$ cat config.mk
export PLATFORM = sky130hd
export DESIGN_NAME = spmem_initiator
export DESIGN_NICKNAME = d
export VERILOG_FILES = /design/src/rtl/spmem_pkg.sv /design/src/rtl/spmem_initiator_cmd_fifo.sv /design/src/rtl/spmem_initiator.sv
export SDC_FILE = /design/constraint.sdc
export NUM_CORES = 1
export LEC_CHECK = 0
export CELL_PAD_IN_SITES_DETAIL_PLACEMENT = 0
export CELL_PAD_IN_SITES_GLOBAL_PLACEMENT = 1
export CORE_MARGIN = 4
export CORE_UTILIZATION = 25
export DETAILED_ROUTE_END_ITERATION = 10
export GPL_TIMING_DRIVEN = 0
export HOLD_SLACK_MARGIN = 0.05
export PLACE_DENSITY = 0.56
export SYNTH_ARGS = -nofsm -noshare
export SYNTH_HDL_FRONTEND = slang
export SYNTH_SLANG_ARGS = --single-unit
$ cat constraint.sdc
create_clock -name clk_i -period 4.8 [get_ports clk_i]
set_input_delay 0.96 -clock clk_i [delete_from_list [all_inputs] [get_ports clk_i]]
set_output_delay 0.96 -clock clk_i [all_outputs]
set_load 0.005 [all_outputs]
$ cat src/rtl/spmem_pkg.sv
// -----------------------------------------------------------------------------
// spmem_pkg
// Shared types for the sparse-memory port. The memory model and the bus
// monitor import this package as well as the initiator.
//   re_t        : read op types driven on mem_re_o
//   we_t        : write op types driven on mem_we_o
//   state_t     : initiator FSM states
//   spmem_cmd_t : one queued command {write, op, addr, wdata}
//   is_aligned  : natural-alignment rule for an op/address pair
// -----------------------------------------------------------------------------
package spmem_pkg;

    localparam int SPMEM_AW = 32;
    localparam int SPMEM_DW = 32;

    typedef enum logic [2:0] {
        RE_NONE = 3'd0,
        RE_B    = 3'd1,
        RE_H    = 3'd2,
        RE_W    = 3'd3,
        RE_BU   = 3'd4,
        RE_HU   = 3'd5
    } re_t;

    typedef enum logic [2:0] {
        WE_NONE = 3'd0,
        WE_B    = 3'd1,
        WE_H    = 3'd2,
        WE_W    = 3'd3
    } we_t;

    typedef enum logic [2:0] {
        ST_IDLE    = 3'd0,
        ST_RD_CS   = 3'd1,
        ST_RD_DATA = 3'd2,
        ST_RSP     = 3'd3,
        ST_WR      = 3'd4
    } state_t;

    typedef struct packed {
        logic                write;
        logic [2:0]          op;
        logic [SPMEM_AW-1:0] addr;
        logic [SPMEM_DW-1:0] wdata;
    } spmem_cmd_t;

    // Read and write encodings share the values for B/H/W, so one rule
    // covers both directions: halfwords need addr[0]=0, words addr[1:0]=0.
    function automatic logic is_aligned(input logic [2:0] op,
                                        input logic [SPMEM_AW-1:0] addr);
        logic ok;
        ok = 1'b1;
        case (op)
            3'd2, 3'd5: ok = (addr[0] == 1'b0);
            3'd3:       ok = (addr[1:0] == 2'b00);
            default:    ok = 1'b1;
        endcase
        return ok;
    endfunction

endpackage

$ cat src/rtl/spmem_initiator_cmd_fifo.sv
// -----------------------------------------------------------------------------
// spmem_cmd_fifo
// Synchronous in-order FIFO of spmem_cmd_t commands.
//   clk_i, rst_i : clock, asynchronous active-high reset
//   push_i/data_i: write one entry (ignored when full)
//   pop_i/data_o : data_o is the current head; pop_i discards it (ignored
//                  when empty)
//   full_o/empty_o: derived from the registered occupancy count
// -----------------------------------------------------------------------------
module spmem_cmd_fifo
    import spmem_pkg::*;
#(
    parameter int DEPTH = 4
) (
    input  logic       clk_i,
    input  logic       rst_i,
    input  logic       push_i,
    input  spmem_cmd_t data_i,
    input  logic       pop_i,
    output spmem_cmd_t data_o,
    output logic       full_o,
    output logic       empty_o
);

    localparam int PW = $clog2(DEPTH);
    localparam int CW = $clog2(DEPTH) + 1;
    localparam logic [CW-1:0] FULL_CNT = CW'(DEPTH);
    localparam logic [CW-1:0] ONE_CNT  = CW'(1);

    spmem_cmd_t    r_mem [DEPTH];
    logic [PW-1:0] r_wptr;
    logic [PW-1:0] r_rptr;
    logic [CW-1:0] r_count;
    logic          w_push_ok;
    logic          w_pop_ok;

    assign full_o    = (r_count == FULL_CNT);
    assign empty_o   = (r_count == '0);
    assign w_push_ok = push_i && !full_o;
    assign w_pop_ok  = pop_i && !empty_o;
    assign data_o    = r_mem[r_rptr];

    // Storage array: data only, no reset needed since count gates visibility.
    always_ff @(posedge clk_i) begin
        if (w_push_ok) begin
            r_mem[r_wptr] <= data_i;
        end
    end

    // Pointers wrap naturally modulo DEPTH (power of two); count tracks fill.
    always_ff @(posedge clk_i or posedge rst_i) begin
        if (rst_i) begin
            r_wptr  <= '0;
            r_rptr  <= '0;
            r_count <= '0;
        end else begin
            if (w_push_ok) begin
                r_wptr <= r_wptr + PW'(1);
            end
            if (w_pop_ok) begin
                r_rptr <= r_rptr + PW'(1);
            end
            case ({w_push_ok, w_pop_ok})
                2'b10:   r_count <= r_count + ONE_CNT;
                2'b01:   r_count <= r_count - ONE_CNT;
                default: r_count <= r_count;
            endcase
        end
    end

endmodule

$ cat src/rtl/spmem_initiator.sv
// -----------------------------------------------------------------------------
// spmem_initiator
// Queues read/write commands and issues them one at a time, in order, to the
// sparse-memory port; read data returns on a valid/ready response channel.
//   clk_i, rst_i          : clock, asynchronous active-high reset
//   cmd_*                 : command channel (valid/ready)
//   rsp_*                 : read response channel (valid/ready), registered
//   wr_err_o              : one-cycle pulse when a misaligned write is dropped
//   mem_cs_no/re/raddr    : read strobe (chip-select active low), registered
//   mem_rdata_i           : read data, valid the cycle after mem_cs_no low
//   mem_we/waddr/wdata    : one-cycle write strobe, registered
// -----------------------------------------------------------------------------
module spmem_initiator
    import spmem_pkg::*;
#(
    parameter int AW    = 32,
    parameter int DW    = 32,
    parameter int DEPTH = 4
) (
    input  logic          clk_i,
    input  logic          rst_i,
    input  logic          cmd_valid_i,
    output logic          cmd_ready_o,
    input  logic          cmd_write_i,
    input  logic [2:0]    cmd_op_i,
    input  logic [AW-1:0] cmd_addr_i,
    input  logic [DW-1:0] cmd_wdata_i,
    output logic          rsp_valid_o,
    input  logic          rsp_ready_i,
    output logic [DW-1:0] rsp_data_o,
    output logic          rsp_err_o,
    output logic          wr_err_o,
    output logic          mem_cs_no,
    output logic [2:0]    mem_re_o,
    output logic [AW-1:0] mem_raddr_o,
    input  logic [DW-1:0] mem_rdata_i,
    output logic [2:0]    mem_we_o,
    output logic [AW-1:0] mem_waddr_o,
    output logic [DW-1:0] mem_wdata_o
);

    spmem_cmd_t    w_cmd_in;
    spmem_cmd_t    w_head;
    logic          w_full;
    logic          w_empty;
    logic          w_can_issue;
    logic          w_pop;
    logic          w_head_ok;

    state_t        r_state;
    logic          r_mem_cs_n;
    logic [2:0]    r_mem_re;
    logic [AW-1:0] r_mem_raddr;
    logic [2:0]    r_mem_we;
    logic [AW-1:0] r_mem_waddr;
    logic [DW-1:0] r_mem_wdata;
    logic          r_rsp_valid;
    logic [DW-1:0] r_rsp_data;
    logic          r_rsp_err;
    logic          r_wr_err;

    assign w_cmd_in = '{write: cmd_write_i, op: cmd_op_i,
                        addr: cmd_addr_i, wdata: cmd_wdata_i};

    spmem_cmd_fifo #(.DEPTH(DEPTH)) u_fifo (
        .clk_i   (clk_i),
        .rst_i   (rst_i),
        .push_i  (cmd_valid_i),
        .data_i  (w_cmd_in),
        .pop_i   (w_pop),
        .data_o  (w_head),
        .full_o  (w_full),
        .empty_o (w_empty)
    );

    // Ready comes from the registered count only; a same-cycle pop does not
    // reopen the slot until the next cycle.
    assign cmd_ready_o = !w_full;

    // The next command may be dispatched from IDLE, right after a write
    // strobe, or in the cycle a response is consumed.
    assign w_can_issue = (r_state == ST_IDLE) || (r_state == ST_WR) ||
                         ((r_state == ST_RSP) && rsp_ready_i);
    assign w_pop       = w_can_issue && !w_empty;
    assign w_head_ok   = is_aligned(w_head.op, w_head.addr);

    // Issue FSM with registered strobes; a pop overrides the per-state step.
    always_ff @(posedge clk_i or posedge rst_i) begin
        if (rst_i) begin
            r_state     <= ST_IDLE;
            r_mem_cs_n  <= 1'b1;
            r_mem_re    <= RE_NONE;
            r_mem_raddr <= '0;
            r_mem_we    <= WE_NONE;
            r_mem_waddr <= '0;
            r_mem_wdata <= '0;
            r_rsp_valid <= 1'b0;
            r_rsp_data  <= '0;
            r_rsp_err   <= 1'b0;
            r_wr_err    <= 1'b0;
        end else begin
            r_mem_cs_n <= 1'b1;
            r_mem_re   <= RE_NONE;
            r_mem_we   <= WE_NONE;
            r_wr_err   <= 1'b0;
            case (r_state)
                ST_RD_CS: r_state <= ST_RD_DATA;
                ST_RD_DATA: begin
                    r_rsp_data  <= mem_rdata_i;
                    r_rsp_err   <= 1'b0;
                    r_rsp_valid <= 1'b1;
                    r_state     <= ST_RSP;
                end
                ST_RSP: begin
                    if (rsp_ready_i) begin
                        r_rsp_valid <= 1'b0;
                        r_rsp_err   <= 1'b0;
                        r_state     <= ST_IDLE;
                    end
                end
                ST_WR:   r_state <= ST_IDLE;
                default: r_state <= ST_IDLE;
            endcase
            if (w_pop) begin
                if (!w_head_ok) begin
                    if (w_head.write) begin
                        r_wr_err <= 1'b1;
                        r_state  <= ST_IDLE;
                    end else begin
                        // Misaligned read never touches memory; answer at once.
                        r_rsp_valid <= 1'b1;
                        r_rsp_err   <= 1'b1;
                        r_rsp_data  <= '0;
                        r_state     <= ST_RSP;
                    end
                end else if (w_head.write) begin
                    r_mem_we    <= w_head.op;
                    r_mem_waddr <= w_head.addr;
                    r_mem_wdata <= w_head.wdata;
                    r_state     <= ST_WR;
                end else begin
                    r_mem_cs_n  <= 1'b0;
                    r_mem_re    <= w_head.op;
                    r_mem_raddr <= w_head.addr;
                    r_state     <= ST_RD_CS;
                end
            end
        end
    end

    assign mem_cs_no   = r_mem_cs_n;
    assign mem_re_o    = r_mem_re;
    assign mem_raddr_o = r_mem_raddr;
    assign mem_we_o    = r_mem_we;
    assign mem_waddr_o = r_mem_waddr;
    assign mem_wdata_o = r_mem_wdata;
    assign rsp_valid_o = r_rsp_valid;
    assign rsp_data_o  = r_rsp_data;
    assign rsp_err_o   = r_rsp_err;
    assign wr_err_o    = r_wr_err;

endmodule

==> reports/summary.txt <==
worst setup margin = 1.14 ns
I/O pin cnt = 243
leakage power = 7.51 nW
YS warnings = 0
Worst EP required = 5.25 ns
Die ar. = 66,500 µm²
port buffer count = 242
Net Count, Synth = 898
syn avg cell area = 19.8 µm²
die width = 258 µm
Iter 0 DRT Violations = 427
Setup crit end kind = flip-flop
Cell Area, Synth = 15,600 µm²
Synth Flop Type = edfxtp_1
DRC Markers = 0
layout cell share with drive strength beyond 1 = 23.0%
die height = 258 µm
fin area = 20,900 µm²
largest net degree at the start of global routing = 39
Critical R2R Launch = u_fifo.r_rptr[1]
fmax = 273 MHz
Seq pwr share = 38.8%
WL final = 38,700 µm
Critical Path AT = 4.11 ns
Final GP Congestion = 0.730
Crit path top cell by count = clkbuf_1
total number of vias = 8,078
Total Power = 14.0 mW
Routed Antenna Nets = 0
count of cell types in the netlist = 39
clock network power share = 26.9%
GRT overflow = 0
number of setup buffers added after CTS = 0
pre-CTS setup slack = 0.766 ns
Wirelength per Cell = 19.7 µm
worst skew pair latency = 0.58 ns
first-pass GRT wire length = 58,100 µm
Clock H-tree levels = 2
Post-DP HPWL = 25,400 µm
crit path cell chain = clkbuf_1 > buf_2 > mux4_2 > a211oi_1 > nand4_1 > clkbuf_1 > mux2_2
area grow syn2layout = 34.2%
Starting Density = 25.3%
Final Cycle Share = 76.2%
Site Rows = 91
Slew Viols, Final = 0
pwr dens = 670 nW/µm²
status = complete, no violations
RSZ-0062 raised after global routing = no
DRT Pass-1 Iters = 6
Mapped Cells = 788
CP startpoint = u_fifo.r_rptr[1]
post-route core utilization = 33.9%
Final Skew = 0.0209 ns
Final Hold Fails = 0
ys async rst share = 35.2%
hold_sp = rsp_err_o
Setup violations, final = 0
Comb pwr share = 34.3%
fin crit period = 3.66 ns
Sink Count = 420
post-synthesis sequential area ratio = 76.1%
Slowest-stage cell, CP = nand4_1
Sw Share = 29.0%
CP Launch Type = flip-flop
Via density = 4.10
CP max FO = 10
initial antenna violation count = 2
layout net count = 1,200
clock-pin slew on the worst setup and hold paths = 0.06 ns
number of max-cap violations = 0
post_cts resized = 0
Cell Int Power = 9.95 mW
clk root buf = clkbuf_16
Hold-fix buffers, CTS = 0
Hold Crit Class = reg2reg
Post-synth EDFFs = 272
deepest clock path buffer count = 3
Core ar. = 61,700 µm²
Placed Instance Area = 19,300 µm²
gr usage total = 11.5%
WS Path Type = reg2reg
Max-slew headroom = 17.8%
Net Switching = 4.07 mW
count of state elements after synthesis = 420
vias in the first global route = 8,865
CTS Buf Count = 50
total negative slack = 0 ns
Slew @ Worst Pin = 1.23 ns
TritonCTS clock tree = done
Critical Path Max Stage Delay = 0.71 ns
maximum vdd drop = 0.344 mV
## cells by family after synthesis
| kind of cell | Yosys count | synth area share (%) |
|---|---|---|
| XOR/XNOR | 6 | 0.337 |
| AND/OR/NAND/NOR | 99 | 2.88 |
| multiplexers | 166 | 17.3 |
| buffers and inverters | 48 | 1.36 |
| adder cells (fa/ha/maj) | 6 | 0.529 |
| AO/OA/AOI/OAI | 43 | 1.51 |
| flip-flops | 420 | 76.1 |
## critical path, delay by kind of cell (launching register included)
family                 cells  cell delay [ns]
and+or+nand+nor            1             0.71
buffers and inverters      3             1.33
DFF                        1             0.32
muxes                      2             0.79
AOI/OAI and AO/OA          1             0.37
## area by class of cell
type	instances	area [µm²]
Tap cell	837	1050
Buffer	39	179
Clock inverter	15	204
Fill cell	5996	40800
Timing Repair Buffer	250	2610
Inverter	9	37.5
Clock buffer	79	1440
Multi-Input combinational cell	320	3530
Antenna cell	2	5.00
Sequential cell	420	11900
## path summary, 6_finish.rpt
kind / cells after the start / slack, ns / end
max: 7 / 1.14 / mem_raddr_o[0]
min in group asynchronous: 2 / 0.76 / mem_waddr_o[23]
max in group asynchronous: 4 / 3.16 / mem_cs_no
min: 1 / 0.48 / rsp_err_o
max reg2reg: 7 / 1.14 / mem_raddr_o[0]
min reg2reg: 1 / 0.48 / rsp_err_o
## sequential cells by signal (all words and copies together), names as in the netlist
signal          count
mem_raddr_o        32
mem_re_o            3
u_fifo.r_wptr       2
rsp_valid_o         1
mem_waddr_o        32
mem_we_o            3
r_state             3
u_fifo.r_mem      272
u_fifo.r_rptr       2
mem_wdata_o        32
rsp_err_o           1
wr_err_o            1
rsp_data_o         32
u_fifo.r_count      3
mem_cs_no           1
## cell usage in the layout (no fill, tap or decap), types with 2 or more instances in the layout
master	synthesis	routed
a21o_1	3	3
a21oi_1	34	34
and3_4	0	4
and4b_1	3	3
buf_1	5	5
buf_12	0	4
buf_16	0	4
buf_2	5	5
buf_6	3	3
bufinv_16	0	4
clkbuf_1	25	48
clkbuf_16	0	52
clkbuf_8	0	4
clkdlybuf4s50_1	0	242
clkinv_1	0	2
clkinv_2	0	4
clkinv_8	0	2
clkinvlp_4	0	3
dfrtp_1	147	147
diode_2	0	2
edfxtp_1	272	272
ha_1	5	5
inv_1	9	8
mux2_2	82	82
mux2_4	16	16
mux4_2	68	68
nand2_1	66	66
nand3b_1	2	2
nand4b_1	3	3
nor2_1	11	11
or2_2	2	2
xnor2_1	4	4
xor2_1	2	2
## cells in the mapped netlist, types with 2 or more instances
cell,count,area share (%)
a21o_1,3,0.14
mux2_4,16,1.5
and4b_1,3,0.19
buf_6,3,0.22
dfrtp_1,147,24
buf_2,5,0.16
ha_1,5,0.40
nor2_1,11,0.26
and3_1,4,0.16
mux4_2,68,9.8
or2_2,2,0.080
a21oi_1,34,1.1
nand2_1,66,1.6
inv_1,9,0.22
clkbuf_1,25,0.60
nand4b_1,3,0.17
xor2_1,2,0.11
buf_1,5,0.12
mux2_2,82,5.9
nand3b_1,2,0.096
edfxtp_1,272,52
xnor2_1,4,0.22
## routing by layer
layer	global-route usage [%]	share of wire, %	up-vias
met5	0	0	-
li1	-	-	3663
met3	3.55	6.5	51
met2	19.6	49	210
met1	14.5	43	4154
met4	2.83	1.8	0
## power groups by stage
stage / Combinational [mW] / Clock (mW) / Sequential [mW]
floorplan: 2.56 / 0 / 5.51
global placement: 4.86 / 0 / 5.57
detailed placement: 4.99 / 0 / 5.52
CTS: 5.01 / 3.91 / 5.46
global route: 5.27 / 4.04 / 5.57
finish: 4.81 / 3.77 / 5.45
## metrics by stage
stage          hold slack, ns  instances
6_report                0.482       1971
5_1_grt                 0.512       1969
4_1_cts                 0.489       1969
3_5_place_dp            0.476       1875
3_3_place_gp            0.464       1867
2_1_floorplan           0.474        788
Note: power is estimated with default switching activity, not from simulation.
